File: src/rtl/sop_glitch_filter_counter.sv
// Deglitch filter for the two sum-of-products outputs of a 7458-style gate block.
// Each lane samples its input, filters it for stability, flags filtered rises and counts them.

module sop_gf_lane #(
  parameter int FILTER_LEN = 2,
  parameter int CNT_W      = 8
) (
  input  logic             clk,
  input  logic             reset,
  input  logic             clear,
  input  logic             din,
  output logic             filt,
  output logic             rise,
  output logic [CNT_W-1:0] count,
  output logic             sat
);
  localparam int RUN_W = $clog2(FILTER_LEN + 1);
  localparam logic [RUN_W-1:0] RUN_LAST = RUN_W'(FILTER_LEN - 1);

  logic             in_q;
  logic [RUN_W-1:0] run;
  logic             filt_q, filt_next, rise_q, rise_next;
  logic [CNT_W-1:0] cnt_q;

  // The filtered level flips on the same edge the stability run completes.
  always_comb begin
    filt_next = filt_q;
    if ((in_q != filt_q) && (run == RUN_LAST)) filt_next = in_q;
    rise_next = filt_next & ~filt_q;
  end

  always_ff @(posedge clk) begin
    if (reset) begin
      in_q   <= 1'b0;
      run    <= '0;
      filt_q <= 1'b0;
      rise_q <= 1'b0;
      cnt_q  <= '0;
    end else begin
      in_q   <= din;
      filt_q <= filt_next;
      rise_q <= rise_next;
      if (in_q == filt_q)       run <= '0;
      else if (run == RUN_LAST) run <= '0;
      else                      run <= run + 1'b1;
      // Clear wins over a coincident rise; the rise pulse itself is unaffected.
      if (clear)                        cnt_q <= '0;
      else if (rise_next && !(&cnt_q))  cnt_q <= cnt_q + 1'b1;
    end
  end

  assign filt  = filt_q;
  assign rise  = rise_q;
  assign count = cnt_q;
  assign sat   = &cnt_q;
endmodule

module sop_glitch_filter_counter #(
  parameter int FILTER_LEN = 2,
  parameter int CNT_W      = 8
) (
  input  logic             clk,
  input  logic             reset,
  input  logic             clear,
  input  logic             p1y,
  input  logic             p2y,
  output logic             p1f,
  output logic             p2f,
  output logic             p1_rise,
  output logic             p2_rise,
  output logic [CNT_W-1:0] p1_count,
  output logic [CNT_W-1:0] p2_count,
  output logic             p1_sat,
  output logic             p2_sat
);
  localparam int NUM_LANES = 2;

  logic [NUM_LANES-1:0]            din, filt, rise, sat;
  logic [NUM_LANES-1:0][CNT_W-1:0] count;

  assign din = {p2y, p1y};

  generate
    for (genvar l = 0; l < NUM_LANES; l++) begin : g_lane
      sop_gf_lane #(.FILTER_LEN(FILTER_LEN), .CNT_W(CNT_W)) u_lane (
        .clk  (clk),
        .reset(reset),
        .clear(clear),
        .din  (din[l]),
        .filt (filt[l]),
        .rise (rise[l]),
        .count(count[l]),
        .sat  (sat[l])
      );
    end
  endgenerate

  assign p1f      = filt[0];
  assign p2f      = filt[1];
  assign p1_rise  = rise[0];
  assign p2_rise  = rise[1];
  assign p1_count = count[0];
  assign p2_count = count[1];
  assign p1_sat   = sat[0];
  assign p2_sat   = sat[1];
endmodule

File: config.mk
export PLATFORM = sky130hd
export DESIGN_NAME = sop_glitch_filter_counter
export DESIGN_NICKNAME = d
export VERILOG_FILES = /design/src/rtl/sop_glitch_filter_counter.sv
export SDC_FILE = /design/constraint.sdc
export NUM_CORES = 1
export LEC_CHECK = 0
export ABC_AREA = 1
export CAP_MARGIN = 20
export CORE_MARGIN = 2
export CORE_UTILIZATION = 55
export CTS_BUF_LIST = sky130_fd_sc_hd__clkbuf_8
export DETAILED_ROUTE_END_ITERATION = 7
export PLACE_DENSITY = 0.88
export SETUP_SLACK_MARGIN = 0.5
export SKIP_LAST_GASP = 1
export SYNTH_ARGS = -nofsm -noshare
export SYNTH_HDL_FRONTEND = slang
export SYNTH_SLANG_ARGS = --single-unit
File: constraint.sdc
create_clock -name clk -period 2.8 [get_ports clk]
set_clock_uncertainty 0.1 [all_clocks]
set_input_delay 0.28 -clock clk [delete_from_list [all_inputs] [get_ports clk]]
set_output_delay 0.28 -clock clk [all_outputs]
set_load 0.1 [all_outputs]
==> results of run 1 <==
cell usage in the layout (no fill, tap or decap), drive strengths merged, types with 2 or more instances in the layout:
master and count:
a21oi 8, buf 22, clkbuf 3, clkdlybuf4s50 4
dfxtp 26, ha 4, inv 19, nand2 38
nand3 13, nand3b 2, nand4 4, nor2 45
nor3 3, o211ai 2, o21ai 3
synthesized netlist by cell type (all sizes together), types with 2 or more instances:
master  number  area (um2)
nor2        45       224.0
nand2       38       170.2
dfxtp       26       520.5
inv         19       71.32
nand3       13       82.58
a21oi        8       40.04
ha           4       50.05
nand4        4       25.02
nor3         3       15.01
o21ai        3       15.01
buf          2       10.01
nand3b       2       15.01
o211ai       2       15.01
cell families after synthesis:
| kind of cell | count (synthesis) | share of synthesized area, % |
|---|---|---|
| compound gates | 17 | 7.977 |
| fa+ha+maj | 4 | 3.891 |
| buf+inv | 21 | 6.323 |
| flops | 26 | 40.47 |
| simple gates | 105 | 41.34 |
final timing paths:
check                             from  slack (ns)  depth (start not counted)                         to
max          g_lane[1].u_lane.count[0]        0.83                          6                     p2_sat
min reg2reg    g_lane[0].u_lane.run[0]        0.33                          1    g_lane[0].u_lane.run[0]
max reg2reg    g_lane[1].u_lane.run[1]        1.34                          9  g_lane[1].u_lane.count[5]
min            g_lane[0].u_lane.run[0]        0.33                          1    g_lane[0].u_lane.run[0]
cell type report:
cell class              instances  area [um2]
multi-input cells             126       684.4
fillers                       185       605.6
flip-flops and latches         26       539.3
repair buffers                 26       205.2
inverters                      19       71.32
clock buffers                   3       41.29
well taps                      28       35.03
clock inverters                 1       30.03
sequential cells by signal (all words and copies together) (netlist names):
signal	flops
g_lane.u_lane.filt	2
g_lane.u_lane.run	4
g_lane.u_lane.in_q	2
g_lane.u_lane.rise	2
g_lane.u_lane.count	16
per-layer routing:
| metal | vias to the layer above | track usage (%) | share of wire, % |
|---|---|---|---|
| met3 | 4 | 4.286 | 3.5 |
| met2 | 21 | 41.46 | 52 |
| li1 | 613 | - | - |
| met4 | 0 | 6.410 | 0.74 |
| met5 | - | 0 | 0 |
| met1 | 535 | 25.49 | 44 |
worst max-delay path: cells and delay by family (launching register included):
kind          cells  cell delay [ns]
fa+ha+maj         1             0.28
simple gates      3             0.31
buf+inv           2             0.34
flops             1             0.38
where the power goes:
group,internal (uW),leakage (uW),switching (uW)
clock network,191,0.0000357,123
logic,15.4,0.000404,29.4
registers,374,0.000218,4.48
total,581,0.000658,156
stage by stage:
| stage | hold WS, ns | utilization [%] | std cells | setup WS, ns | power, uW |
|---|---|---|---|---|---|
| 2_1_floorplan | 0.2870 | - | 173 | 0.5127 | 419.9 |
| 3_3_place_gp | 0.3073 | 69.40 | 225 | 1.198 | 430.4 |
| 3_5_place_dp | 0.3158 | 69.40 | 225 | 1.157 | 432.4 |
| 4_1_cts | 0.3287 | 72.62 | 229 | 0.8401 | 740.7 |
| 5_1_grt | 0.3482 | 72.62 | 229 | 0.7145 | 758.5 |
| 6_report | 0.3285 | 72.62 | 229 | 0.8287 | 737.6 |
==> results.sh, run 1 <==
export IMPL_nets=211
export IMPL_clockRootBuffer="clkbuf_8"
export IMPL_wl_per_cell_um=11.76
export IMPL_power_density_nw_per_um2=459.1
export IMPL_finalHoldViolCount=0
export IMPL_place_congestion=0.8088
export IMPL_grt_start_max_net_pins=17
export IMPL_cts_max_path_buffers=2
export IMPL_yosys_cell_types_count=24
export IMPL_drtPass1Iterations=4
export IMPL_synth_area_um2=1286
export IMPL_wl_um=2693
export IMPL_tightestPinTransition_ns=0.3749
export IMPL_syn_nets=182
export IMPL_rsz0062_at_grt="false"
export IMPL_drc_errors=0
export IMPL_slowest_stage="dfxtp_2"
export IMPL_finalSetupViolations=0
export IMPL_max_stage_delay_ns=0.38
export IMPL_synth_edf_count=0
export IMPL_die_w_um=52.36
export IMPL_cts_made_buffers=3
export IMPL_p_leak_uw=0.0006578
export IMPL_fp_dieH_um=52.36
export IMPL_io_pins=27
export IMPL_grt_ovfl_total=0
export IMPL_drv_slew=0
export IMPL_cp_arrival_ns=1.59
export IMPL_drive_gt1_share_pct=30.85
export IMPL_initial_utilization_pct=58.14
export IMPL_syn_to_final_growth_pct=24.90
export IMPL_yosysSeqAreaShare_pct=40.47
export IMPL_cts_max_level=1
export IMPL_design_area_um2=1607
export IMPL_start_kind="flip-flop"
export IMPL_antenna_diode_count=0
export IMPL_grt_antenna_before_repair=0
export IMPL_die_area_um2=2742
export IMPL_clk_insertion_delay_late_ns=0.27
export IMPL_async_flop_share_pct=0
export IMPL_grtUsageTotal_pct=22.32
export IMPL_min_period_ns=1.971
export IMPL_clkTransAtPathRegs_ns=0.09
export IMPL_core_um2=2212
export IMPL_ctsHoldBuffers=0
export IMPL_place_hpwl_um=2001
export IMPL_vdd_ir_drop_max_mv=0.4417
export IMPL_io_buffer_count=26
export IMPL_via_per_inst=5.122
export IMPL_ys_ff_latch=26
export IMPL_drt_iter0_drc=19
export IMPL_synth_avg_cell_area_um2=7.435
export IMPL_dpl_cell_area_um2=1535
export IMPL_fmax_mhz=507.3
export IMPL_post_cts_resized=0
export IMPL_ant_nets=0
export IMPL_cp_required_ns=2.42
export IMPL_crit_type="flip-flop to output pin"
export IMPL_status="finished, final reports clean"
export IMPL_fin_setup_tns_ns=0
export IMPL_synth_warnings=0
export IMPL_cp_end_kind="output pin"
export IMPL_crit_chain="ha_1 > nand2_2 > nor2_4 > nand2_4 > inv_1 > buf_4"
export IMPL_hold_path_class="flip-flop to flip-flop"
export IMPL_fin_crit_sh_pct=70.40
export IMPL_grt_pass1_vias=1092
export IMPL_cts_setup_buffers=0
export IMPL_cts_tree="built"
export IMPL_cp_max_fo=8
export IMPL_rows=17
export IMPL_grt_pass1_wl_um=4588
export IMPL_cts_sinks=26
export IMPL_vias=1173
export IMPL_max_slew_margin_pct=74.95
export IMPL_synth_ff_type="dfxtp_1"
export IMPL_cap_violations=0
export IMPL_synthCells=173
Note: power is estimated with default switching activity, not from simulation.
==> inputs of run 2 (changes only) <==
Settings changed: CORE_UTILIZATION 55 to 47, PLACE_DENSITY 0.88 to 0.8.
Clock period 2.8 ns to 1.7 ns, I/O delays scaled along.
==> results.sh, run 2 (synthesized netlist as in run 1, its figures left out) <==
export IMPL_largest_register_ffs=16
export IMPL_cp_arrival_ns=1.38
export IMPL_cts_sinks=26
export IMPL_cp_end_kind="output pin"
export IMPL_grt_pass1_wl_um=6782
export IMPL_start_kind="flip-flop"
export IMPL_drive_gt1_share_pct=60.43
export IMPL_place_congestion=0.8429
export IMPL_rows=18
export IMPL_hold_path_class="primary input to flip-flop"
export IMPL_tightestPinTransition_ns=0.4857
export IMPL_syn_to_final_growth_pct=90.95
export IMPL_grt_antenna_before_repair=0
export IMPL_io_buffer_count=26
export IMPL_fill_cells=48
export IMPL_clk_insertion_delay_late_ns=0.29
export IMPL_drt_iter0_drc=176
export IMPL_wl_um=6480
export IMPL_multi_input_area_um2=934.6
export IMPL_clockRootBuffer="clkbuf_8"
export IMPL_fp_dieH_um=56.32
export IMPL_ant_nets=0
export IMPL_p_leak_uw=0.0009775
export IMPL_wl_per_cell_um=24.92
export IMPL_finalSetupViolations=0
export IMPL_finalHoldViolCount=0
export IMPL_cp_required_ns=1.43
export IMPL_initial_utilization_pct=50.54
export IMPL_vdd_ir_drop_max_mv=0.9461
export IMPL_nets=240
export IMPL_cp_max_fo=2
export IMPL_clkTransAtPathRegs_ns=0.10
export IMPL_cts_made_buffers=3
export IMPL_rsz0062_at_grt="true"
export IMPL_crit_start="g_lane[0].u_lane.count[1]"
export IMPL_grt_ovfl_total=0
export IMPL_max_slew_margin_pct=67.54
export IMPL_grt_pass1_vias=1505
export IMPL_cts_tree="built"
export IMPL_holdWs_ns=0.3532
export IMPL_vias=1700
export IMPL_drc_errors=0
export IMPL_status="finished, final reports clean"
export IMPL_regArea_um2=594.3
export IMPL_cap_violations=0
export IMPL_ctsHoldBuffers=0
export IMPL_place_hpwl_um=2299
export IMPL_ff2ff_setup_slack_ns=0.09
export IMPL_io_pins=27
export IMPL_cts_max_level=1
export IMPL_grtUsageTotal_pct=27.64
export IMPL_antenna_diode_count=0
export IMPL_final_cell_mix="31 x nor2_1, 24 x nand2_1, 23 x buf_12"
export IMPL_die_w_um=56.32
export IMPL_min_period_ns=1.646
export IMPL_power_density_nw_per_um2=481.5
export IMPL_grt_start_max_net_pins=17
export IMPL_layout_setup_ws_ns=0.05368
export IMPL_die_area_um2=3171
export IMPL_core_um2=2545
export IMPL_via_per_inst=6.538
export IMPL_pre_cts_ws_ns=0.1785
export IMPL_holdCritStartpoint="p1y"
export IMPL_final_common_cell="nor2_1"
export IMPL_fin_crit_sh_pct=96.84
export IMPL_drtPass1Iterations=5
export IMPL_cts_max_path_buffers=2
export IMPL_crit_type="flip-flop to output pin"
export IMPL_drv_slew=0
export IMPL_fmax_mhz=607.4
export IMPL_r2r_start="g_lane[0].u_lane.count[1]"
-- run 2: cell types whose count changed in the layout (fill, tap and decap cells not counted), sizes merged --
cell      delta
bufinv       -1
inv          -1
clkinvlp     +1
buf         +29
clkbuf       +1
-- run 2: layer usage --
metal | GRT usage (%) | part of all wire (%) | vias to the layer above
li1 | - | - | 673
met1 | 26.96 | 35 | 790
met2 | 52.44 | 46 | 182
met3 | 6.912 | 11 | 55
met4 | 14.97 | 7.7 | 0
met5 | 0 | 0 | -
-- run 2: report_power, final --
| group | internal (uW) | switching, uW |
|---|---|---|
| sequential | 590 | 15.4 |
| clock | 208 | 231 |
| combinational | 58.3 | 79.1 |
| total | 857 | 326 |
-- run 2: final timing paths --
| kind | to | cells after the start |
|---|---|---|
| max reg2reg | g_lane[0].u_lane.count[2] | 8 |
| max | p1_sat | 4 |
| min reg2reg | g_lane[1].u_lane.run[0] | 1 |
| min | g_lane[0].u_lane.in_q | 3 |
-- run 2: layout make-up --
type	instances	share of cell area, %
inverter	19	3.362
timing repair buffer	55	30.62
sequential	26	24.20
clock buffer	4	2.241
tap	30	1.528
multi-input combinational	126	38.05
-- run 2: what timing repair did --
action / CTS / global route
gates cloned: 0 / 0
pin swaps: 21 / 27
resized for setup: 29 / 33
setup endpoints to repair: 18 / 28
setup buffers: 18 / 10
-- run 2: worst max-delay path: stages (launching register included) --
cell and delay (ns):
dfxtp_4 0.38, ha_4 0.14, nand4_1 0.18, nor2_4 0.20
buf_12 0.19
-- run 2: metrics by stage --
| step | power (uW) | util [%] | TNS [ns] | area, um2 | instances |
|---|---|---|---|---|---|
| floorplan | 667.6 | - | -0.8036 | 1425 | 173 |
| global placement | 694.3 | 76.25 | 0 | 1941 | 228 |
| detailed placement | 700.2 | 76.25 | 0 | 1941 | 228 |
| CTS | 1115 | 88.25 | 0 | 2246 | 250 |
| global route | 1190 | 96.51 | 0 | 2456 | 260 |
| finish | 1183 | 96.51 | 0 | 2456 | 260 |
==> inputs of run 3 (changes only) <==
Settings changed: HOLD_SLACK_MARGIN from default to 0.15.
==> results of run 3 <==
Same layout as run 2: the final DEF is identical, and so are final timing and power.
